===== src/rtl/uart_native_responder_if.sv =====
// Single-beat valid/ready register bus between the interconnect and the UART responder.
interface uart_native_responder_if #(
    parameter int DATA_W = 32,
    parameter int ADDR_W = 3
);
    logic                  valid;
    logic [ADDR_W-1:0]     addr;
    logic [DATA_W-1:0]     wdata;
    logic [DATA_W/8-1:0]   wstrb;
    logic [DATA_W-1:0]     rdata;
    logic                  ready;

    modport master (output valid, addr, wdata, wstrb, input rdata, ready);
    modport slave  (input valid, addr, wdata, wstrb, output rdata, ready);
endinterface


===== src/rtl/uart_native_responder.sv =====
// 8N1 UART behind a register bus: access completes with a ready pulse one cycle after valid,
// no stalls; a new access is only taken while ready is low.
module uart_native_responder #(
    parameter int DATA_W = 32,
    parameter int ADDR_W = 3,
    parameter int DIV_W  = 16
) (
    input  logic                   clk,
    input  logic                   reset,
    uart_native_responder_if.slave bus,
    output logic                   txd,
    input  logic                   rxd
);
    typedef enum logic [1:0] {S_IDLE, S_START, S_DATA, S_STOP} uart_state_e;

    localparam logic [ADDR_W-1:0] A_SRST = 3'd0, A_DIV = 3'd1, A_TXDATA = 3'd2, A_TXEN = 3'd3,
                                  A_RXEN = 3'd4, A_TXRDY = 3'd5, A_RXRDY = 3'd6, A_RXDATA = 3'd7;

    uart_state_e       tx_state_q, tx_state_d, rx_state_q, rx_state_d;
    logic [DIV_W-1:0]  div_q, div_d, tx_cnt_q, tx_cnt_d, rx_cnt_q, rx_cnt_d;
    logic [2:0]        tx_bit_q, tx_bit_d, rx_bit_q, rx_bit_d;
    logic [7:0]        tx_shift_q, tx_shift_d, rx_shift_q, rx_shift_d, rxdata_q, rxdata_d;
    logic              txd_q, txd_d, txen_q, txen_d, rxen_q, rxen_d, rxrdy_q, rxrdy_d;
    logic              ready_q, ready_d;
    logic [DATA_W-1:0] rdata_q, rdata_d, rd_val;
    logic              rx_s1_q, rx_s2_q, rx_prev_q;
    logic [DIV_W-1:0]  div_eff, div_half;
    logic              accept, wr, rd, tx_rdy, rx_done;
    logic              unused_wdata;

    assign div_eff      = (div_q == '0) ? DIV_W'(1) : div_q;
    assign div_half     = ((div_eff >> 1) == '0) ? DIV_W'(1) : (div_eff >> 1);
    assign accept       = bus.valid && !ready_q;
    assign wr           = accept && (|bus.wstrb);
    assign rd           = accept && !(|bus.wstrb);
    assign tx_rdy       = txen_q && (tx_state_q == S_IDLE);
    assign unused_wdata = ^bus.wdata[DATA_W-1:DIV_W];

    assign bus.ready = ready_q;
    assign bus.rdata = rdata_q;
    assign txd       = txd_q;

    always_comb begin
        rd_val = '0;
        case (bus.addr)
            A_TXRDY:  rd_val[0]   = tx_rdy;
            A_RXRDY:  rd_val[0]   = rxrdy_q;
            A_RXDATA: rd_val[7:0] = rxdata_q;
            default:  rd_val      = '0;
        endcase
    end

    always_comb begin
        ready_d    = accept;
        rdata_d    = rd ? rd_val : '0;
        div_d      = div_q;
        txen_d     = txen_q;
        rxen_d     = rxen_q;
        rxrdy_d    = rxrdy_q;
        rxdata_d   = rxdata_q;
        tx_state_d = tx_state_q;
        tx_cnt_d   = tx_cnt_q;
        tx_bit_d   = tx_bit_q;
        tx_shift_d = tx_shift_q;
        txd_d      = txd_q;
        rx_state_d = rx_state_q;
        rx_cnt_d   = rx_cnt_q;
        rx_bit_d   = rx_bit_q;
        rx_shift_d = rx_shift_q;
        rx_done    = 1'b0;

        if (wr) begin
            case (bus.addr)
                A_DIV:   div_d  = bus.wdata[DIV_W-1:0];
                A_TXEN:  txen_d = bus.wdata[0];
                A_RXEN:  rxen_d = bus.wdata[0];
                default: ;
            endcase
        end

        case (tx_state_q)
            S_IDLE: if (wr && bus.addr == A_TXDATA && tx_rdy) begin
                tx_shift_d = bus.wdata[7:0];
                tx_cnt_d   = div_eff - 1'b1;
                txd_d      = 1'b0;
                tx_state_d = S_START;
            end
            S_START: if (tx_cnt_q == '0) begin
                tx_cnt_d   = div_eff - 1'b1;
                tx_bit_d   = 3'd0;
                txd_d      = tx_shift_q[0];
                tx_state_d = S_DATA;
            end else tx_cnt_d = tx_cnt_q - 1'b1;
            S_DATA: if (tx_cnt_q == '0) begin
                tx_cnt_d = div_eff - 1'b1;
                if (tx_bit_q == 3'd7) begin
                    txd_d      = 1'b1;
                    tx_state_d = S_STOP;
                end else begin
                    tx_bit_d   = tx_bit_q + 3'd1;
                    tx_shift_d = {1'b0, tx_shift_q[7:1]};
                    txd_d      = tx_shift_q[1];
                end
            end else tx_cnt_d = tx_cnt_q - 1'b1;
            S_STOP: if (tx_cnt_q == '0) tx_state_d = S_IDLE;
                    else tx_cnt_d = tx_cnt_q - 1'b1;
        endcase

        // A falling edge needs the line seen high first, so after a framing error we rearm only once it idles.
        case (rx_state_q)
            S_IDLE: if (rxen_q && !rx_s2_q && rx_prev_q) begin
                rx_cnt_d   = div_half - 1'b1;
                rx_state_d = S_START;
            end
            S_START: if (rx_cnt_q == '0) begin
                rx_cnt_d   = div_eff - 1'b1;
                rx_bit_d   = 3'd0;
                rx_state_d = rx_s2_q ? S_IDLE : S_DATA;
            end else rx_cnt_d = rx_cnt_q - 1'b1;
            S_DATA: if (rx_cnt_q == '0) begin
                rx_cnt_d   = div_eff - 1'b1;
                rx_shift_d = {rx_s2_q, rx_shift_q[7:1]};
                rx_bit_d   = rx_bit_q + 3'd1;
                if (rx_bit_q == 3'd7) rx_state_d = S_STOP;
            end else rx_cnt_d = rx_cnt_q - 1'b1;
            S_STOP: if (rx_cnt_q == '0) begin
                rx_state_d = S_IDLE;
                if (rx_s2_q) begin
                    rx_done  = 1'b1;
                    rxdata_d = rx_shift_q;
                end
            end else rx_cnt_d = rx_cnt_q - 1'b1;
        endcase

        if (rd && bus.addr == A_RXDATA) rxrdy_d = 1'b0;
        if (rx_done)                    rxrdy_d = 1'b1;

        if (wr && bus.addr == A_SRST && bus.wdata[0]) begin
            tx_state_d = S_IDLE;
            rx_state_d = S_IDLE;
            txd_d      = 1'b1;
            rxrdy_d    = 1'b0;
            txen_d     = 1'b0;
            rxen_d     = 1'b0;
        end
    end

    always_ff @(posedge clk) begin
        if (reset) begin
            ready_q    <= 1'b0;
            rdata_q    <= '0;
            div_q      <= '0;
            txen_q     <= 1'b0;
            rxen_q     <= 1'b0;
            rxrdy_q    <= 1'b0;
            rxdata_q   <= '0;
            tx_state_q <= S_IDLE;
            tx_cnt_q   <= '0;
            tx_bit_q   <= '0;
            tx_shift_q <= '0;
            txd_q      <= 1'b1;
            rx_state_q <= S_IDLE;
            rx_cnt_q   <= '0;
            rx_bit_q   <= '0;
            rx_shift_q <= '0;
            rx_s1_q    <= 1'b1;
            rx_s2_q    <= 1'b1;
            rx_prev_q  <= 1'b1;
        end else begin
            ready_q    <= ready_d;
            rdata_q    <= rdata_d;
            div_q      <= div_d;
            txen_q     <= txen_d;
            rxen_q     <= rxen_d;
            rxrdy_q    <= rxrdy_d;
            rxdata_q   <= rxdata_d;
            tx_state_q <= tx_state_d;
            tx_cnt_q   <= tx_cnt_d;
            tx_bit_q   <= tx_bit_d;
            tx_shift_q <= tx_shift_d;
            txd_q      <= txd_d;
            rx_state_q <= rx_state_d;
            rx_cnt_q   <= rx_cnt_d;
            rx_bit_q   <= rx_bit_d;
            rx_shift_q <= rx_shift_d;
            rx_s1_q    <= rxd;
            rx_s2_q    <= rx_s1_q;
            rx_prev_q  <= rx_s2_q;
        end
    end
endmodule

===== src/flat_wrapper.sv =====
// flat-port wrapper written by rule: the top's interface ports become plain ports
module uart_native_responder_flat 
#(
    parameter int DATA_W = 32,
    parameter int ADDR_W = 3,
    parameter int DIV_W  = 16
)
  (clk, reset, txd, rxd, bus_valid, bus_addr, bus_wdata, bus_wstrb, bus_rdata, bus_ready);
  uart_native_responder_if #(.DATA_W(DATA_W), .ADDR_W(ADDR_W)) bus_i ();
  input  logic clk;
  input  logic reset;
  output logic txd;
  input  logic rxd;
  input wire logic [$bits(bus_i.valid)-1:0] bus_valid;
  input wire logic [$bits(bus_i.addr)-1:0] bus_addr;
  input wire logic [$bits(bus_i.wdata)-1:0] bus_wdata;
  input wire logic [$bits(bus_i.wstrb)-1:0] bus_wstrb;
  output wire logic [$bits(bus_i.rdata)-1:0] bus_rdata;
  output wire logic [$bits(bus_i.ready)-1:0] bus_ready;
  assign bus_i.valid = bus_valid;
  assign bus_i.addr = bus_addr;
  assign bus_i.wdata = bus_wdata;
  assign bus_i.wstrb = bus_wstrb;
  assign bus_rdata = bus_i.rdata;
  assign bus_ready = bus_i.ready;
  uart_native_responder #(.DATA_W(DATA_W), .ADDR_W(ADDR_W), .DIV_W(DIV_W)) u_core (.clk(clk), .reset(reset), .bus(bus_i), .txd(txd), .rxd(rxd));
endmodule

===== config.mk =====
export PLATFORM = sky130hd
export DESIGN_NAME = uart_native_responder_flat
export DESIGN_NICKNAME = d
export VERILOG_FILES = /design/src/rtl/uart_native_responder_if.sv /design/src/rtl/uart_native_responder.sv /design/src/flat_wrapper.sv
export SDC_FILE = /design/constraint.sdc
export NUM_CORES = 1
export LEC_CHECK = 0
export BUFFER_PORTS_ARGS = -buffer_cell sky130_fd_sc_hd__buf_2
export CAP_MARGIN = 10
export CELL_PAD_IN_SITES_DETAIL_PLACEMENT = 1
export CELL_PAD_IN_SITES_GLOBAL_PLACEMENT = 1
export CORE_AREA = 4 4 119 121
export CTS_BUF_LIST = sky130_fd_sc_hd__clkbuf_4 sky130_fd_sc_hd__clkbuf_8
export DETAILED_ROUTE_END_ITERATION = 10
export DIE_AREA = 0 0 123 125
export PLACE_DENSITY = 0.78
export SYNTH_ARGS = -nofsm -noshare
export SYNTH_HDL_FRONTEND = slang
export SYNTH_SLANG_ARGS = --single-unit

===== constraint.sdc =====
create_clock -name clk -period 4.49 [get_ports clk]
set_input_delay 0.2245 -clock clk [delete_from_list [all_inputs] [get_ports clk]]
set_output_delay 0.2245 -clock clk [all_outputs]
set_load 0.01 [all_outputs]

# Word level (Yosys, flattened, before mapping)
# Index checks and enable logic that the tools add are counted.
[op_classes]
add_sub_neg = 6
multipliers = 0
n_div = 0
n_lt_le_gt_ge = 0
eq_ne = 28
n_shift = 0
muxes = 45
bitwise_logic = 2
reduce_logical = 45
[op_table]
columns = ["operator", "count"]
rows = [
  ["two-way mux 16 bit", 7],
  ["one-hot mux 16 bit (3 select lines)", 2],
  ["zero test 16 bit", 4],
  ["subtractor 16 x 1 -> 16 bit (second input constant)", 4],
  ["two-way mux 8 bit", 3],
  ["two-way mux 2 bit", 11],
  ["equality test 3 bit (second input constant)", 6],
  ["inequality test 2 x 1 -> 1 bit (second input constant)", 9],
  ["one-hot mux 2 bit (4 select lines)", 2],
  ["one-hot mux 8 bit (2 select lines)", 1],
  ["two-way mux 15 bit", 1],
  ["two-way mux 3 bit", 5],
  ["one-hot mux 3 bit (2 select lines)", 2],
  ["AND reduction 2 bit", 6],
  ["AND reduction 4 bit", 3],
  ["logical AND 1 bit", 11],
  ["AND reduction 5 bit", 2],
  ["two-way mux 1 bit", 9],
  ["equality test 2 bit (second input constant)", 4],
  ["inequality test 2 bit (second input constant)", 4],
  ["nonzero test 2 bit", 4],
  ["OR reduction 2 bit", 4],
  ["adder 3 x 1 -> 3 bit (second input constant)", 2],
  ["equality test 3 x 2 -> 1 bit (second input constant)", 2],
  ["other kinds (11)", 18],
]
[word_totals]
ff_bits = 122
latchBits = 0
ram_bits = 0
romBits = 0
inputBits = 43
out_inout_bits = 34
word_cells = 147
n_memories = 0

# Depth between registers and ports, before layout
[depth]
word_depth = 7
ltp_mapped = 12
mapped_depth_nobuf = 10

# Least setup slack after synthesis
# Ideal clock, no wire load.
[synth_path]
kind = "reg2reg"
start = "register u_core.div_q[13]"
end = "register u_core.rx_cnt_q[10]"
setup_time_ns = 0.117
arrival_ns = 2.862
required_time_ns = 4.373
slack_ns = 1.510
path_stages_with_launch = 12
path_buffers = 1
period_less_slack_ns = 2.980
path_cell_list = "dfxtp_1 > clkbuf_1 > or3_1 > nor3_4 > a21oi_1 > ha_1 > nor3b_1 > nand2_1 > or3_1 > xnor2_1 > a211o_1 > a32o_1"
[synth_between]
elab_chain_len = 7
word_cells_on_any_way = 9
classes_between = "2 x add/sub; 5 x mux; 2 x reduce/logical"
[synth_rtl]
columns = ["item", "line_no", "rtl"]
rows = [
  ["start, declared", "uart_native_responder.sv:20", "logic [DIV_W-1:0] div_q, div_d, tx_cnt_q, tx_cnt_d, rx_cnt_q, rx_cnt_d;"],
  ["start signal, assigned", "uart_native_responder.sv:172", "div_q <= div_d;"],
  ["zero test 16 bit", "uart_native_responder.sv:31", "assign div_eff = (div_q == '0) ? DIV_W'(1) : div_q;"],
  ["two-way mux 16 bit *", "uart_native_responder.sv:31", ""],
  ["zero test 16 bit", "uart_native_responder.sv:32", "assign div_half = ((div_eff >> 1) == '0) ? DIV_W'(1) : (div_eff >> 1);"],
  ["two-way mux 15 bit", "uart_native_responder.sv:32", ""],
  ["subtractor 16 x 1 -> 16 bit", "uart_native_responder.sv:112", "rx_cnt_d = div_half - 1'b1;"],
  ["two-way mux 16 bit", "uart_native_responder.sv:111", "S_IDLE: if (rxen_q && !rx_s2_q && rx_prev_q) begin"],
  ["one-hot mux 16 bit (3 select lines) *", "uart_native_responder.sv:110", "case (rx_state_q)"],
  ["end signal, assigned", "uart_native_responder.sv:183", "rx_cnt_q <= rx_cnt_d;"],
  ["end, declared", "uart_native_responder.sv:20", ""],
]
# Every way passes the cells marked *; elsewhere a longest branch is shown, timed or not. The select of a mux whose other input is x is not followed.
# A chain may end at the register's enable or synchronous reset.

# Worst setup path in the final report
[layout_path]
start = "register u_core.rx_cnt_q[0]"
end = "register u_core.rx_cnt_q[10]"
[layout_between]
elab_chain_len = 3
word_cells_on_any_way = 7
classes_between = "1 x add/sub; 1 x eq/ne; 3 x mux; 2 x reduce/logical"
[layout_rtl]
columns = ["item", "line_no", "rtl"]
rows = [
  ["subtractor 16 x 1 -> 16 bit / zero test 16 bit (equally long branches)", "n/a", ""],
  ["two-way mux 16 bit, or another cell as far along", "uart_native_responder.sv:126", "S_STOP: if (rx_cnt_q == '0) begin"],
  ["one-hot mux 16 bit (3 select lines) / AND reduction 2 bit (equally long branches)", "n/a", ""],
]
# Parallel ways exist; a longest one is shown, timed or not. The select of a mux whose other input is x is not followed.

==> reports/qor.yml <==
drt_first_pass_iters: 5
path_cells: "inv_1 > ha_1 > nor4b_1 > nand4_1 > a21oi_1 > nor2_1 > a211o_1 > a32o_1"
grt_max_degree: 59
port_buffers: 36
synth_mux_area_share_pct: 4.86
critPathSlowestCell: "a21oi_1"
antenna_found_initial: 0
mostFrequentLayoutCells: "dfxtp_1, a21oi_1, nor2_1"
vias: 5228
first_global_vias: 5235
hold_ws_ns: 0.0590
ctsLongestPathBuffers: 2
synth-adder-area-share_pct: 3.90
power.density_nw_per_um2: 324
reg2reg_from: "u_core.rx_cnt_q[0]"
grtUsageTotal_pct: 20.8
wl_um: 15800
mostFrequentLayoutCell: "dfxtp_1"
synthArstFlopShare_pct: 0
crit_path_start_kind: "register"
finalNetCount: 776
insertion_delay_ns: 0.39
final_util_pct: 46.6
critPathArrivalTime_ns: 3.53
max_freq_mhz: 309
crit_buf_inv: 1
drive_gt1_share_pct: 9.72
cts_sinks: 98
dpl_cell_area_um2: 5890
drc: 0
seq_area_frac_synth_pct: 34.0
hold_buffers: 1
p_leak_nw: 2.48
cts_tree: "built"
root_buffer: "clkbuf_8"
outcome: "finished, final reports clean"
worst_pin_slew_ns: 1.02
maxSlewViolCount: 0
rsz0062_at_grt: "false"
die_area_um2: 15400
dp_cells: 879
htreeDepth: 3
finalCritPeriodShare_pct: 72.0
cts-buffers-inserted: 9
power.total_mw: 1.98
hold_end: "u_core.div_q[15]"
yosys_warnings: 0
crit_cells: 8
num_antenna_cells: 0
critPathCaptureType: "register"
path_class: "reg -> reg"
start_util_pct: 44.1
synthCells: 710
synthDominantCellAreaShare_pct: 34.0
setup_tns_ns: 0
dieHeight_um: 125
synth-seq-cells: 98
syn_to_final_growth_pct: 5.81
viasPerCell: 5.83
synthTopCellsByArea: "dfxtp_1, a21oi_1, mux2i_1, ha_1, nor2_1"
synth-compound-area-share_pct: 20.6
post_drt_wl_per_cell_um: 17.6
hold_depth: 3
grt_pass1_wl_um: 25900
synth_top_family_by_area: "simple AND/OR/NAND/NOR gates"
row_count: 42
synth_edf_count: 0
clock_skew_ns: 0.0114
coreArea_um2: 13100
max_slew_margin_pct: 32.3
initialDrtViolationCount: 305
post_cts_buffers: 0
setup_viol: 0
hold_path.class: "in -> reg"
antenna_left: 0
synth.distinct_cells: 64
r2r_setup_slack_ns: 1.26
fillCellCount: 1609
cp_slowest_stage_delay_ns: 0.89
synth.avg_cell_area_um2: 8.12
fin_ws_ns: 1.26
maxCapViolCount: 0
hpwl_um: 11700
min_from: "bus_wdata[15]"
fp.dieW_um: 123
synth_area_um2: 5770
worstPathMaxFanout: 12
fin_area_um2: 6100
vdd_drop_max_v: 0.000145
synth_top_flop_cell: "dfxtp_1"
cp.required_ns: 4.79
reg2reg_depth: 8
place_ws_ns: 1.31
critPathTopFamily: "compound AO/OA/AOI/OAI gates"
ios: 77
fin_crit_ns: 3.23
clk_pin_slew_ns: 0.11
synthXorXnorAreaFrac_pct: 4.86
timing.rr.end: "u_core.rx_cnt_q[10]"
yosys.area.top_type: "dfxtp_1"
synth-simple-area-share_pct: 23.0
stdcell_count: 896
globalRoute.totalOverflow: 0
ctsResizeCount: 0
gp_congestion: 0.855
hold_viol: 0
[per-layer routing]
layer  track usage (%)  vias to the layer above  share of wire [%]
li1                  -                     2540                  -
met1              26.2                     2567                 45
met2              35.9                       97                 49
met3              3.97                       24                4.3
met4              6.12                        0                1.8
met5                 0                        -                  0
[where the power goes]
group | leakage (nW) | switching, mW | internal, mW | total [mW]
Clock | 0.102 | 0.359 | 0.268 | 0.627
Sequential | 0.791 | 0.0204 | 0.886 | 0.906
Combinational | 1.58 | 0.287 | 0.159 | 0.446
[logic make-up (layout without fill, tap and decap cells)]
group	count (synthesis)	after routing
flops	98	98
simple gates	257	257
mux	28	28
xor+xnor	32	32
other cells	1	24
fa+ha+maj	18	18
compound gates	178	178
buf+inv	98	85
[flip-flops by register name, indices dropped and copies added, names as in the netlist, named ones only]
name / count
u_core.rx_s1_q: 1
u_core.txen_q: 1
u_core.tx_cnt_q: 16
u_core.bus.rdata: 8
u_core.tx_shift_q: 8
u_core.rx_s2_q: 1
u_core.rx_state_q: 1
u_core.bus.ready: 1
u_core.rx_bit_q: 3
u_core.tx_state_q: 2
u_core.tx_bit_q: 3
u_core.rx_cnt_q: 16
u_core.rxen_q: 1
u_core.div_q: 16
u_core.rxdata_q: 8
u_core.txd: 1
u_core.rx_shift_q: 8
u_core.rx_prev_q: 1
u_core.rxrdy_q: 1
[worst min-delay path: stages]
cell,delay [ns]
buf_2,0.07
mux2i_1,0.05
nor2_1,0.07
[synth_stat cells, drive strengths merged (7+ instances only)]
master / count
xnor2: 18
nor2: 58
nand2: 57
o32ai: 8
nor4: 23
a31oi: 7
nand3: 29
clkbuf: 30
and2: 11
dfxtp: 98
ha: 18
or4: 7
buf: 40
nand4: 7
nor3: 26
xor2: 14
o21ai: 20
or3: 10
a211oi: 11
mux2i: 28
a22oi: 9
inv: 27
a21oi: 67
[final cells by class]
cell class / count / area (um^2) / area share, %
inverters: 28 / 105 / 1.72
flip-flops and latches: 98 / 1960 / 32.1
clock buffers: 9 / 124 / 2.03
well taps: 176 / 220 / 3.61
multi-input cells: 537 / 3390 / 55.6
clock inverters: 7 / 81.3 / 1.33
repair buffers: 41 / 220 / 3.61
[worst max path at each step]
stage / start / endpoint / slack, ns
floorplan: u_core.div_q[13] / u_core.rx_cnt_q[10] / 1.51
global placement: u_core.rx_cnt_q[0] / u_core.rx_cnt_q[10] / 1.41
detailed placement: u_core.rx_cnt_q[0] / u_core.rx_cnt_q[10] / 1.31
CTS: u_core.rx_cnt_q[0] / u_core.rx_cnt_q[10] / 1.28
global route: u_core.rx_cnt_q[0] / u_core.rx_cnt_q[10] / 0.93
finish: u_core.rx_cnt_q[0] / u_core.rx_cnt_q[10] / 1.26
Power figures use the tool's default switching activity.
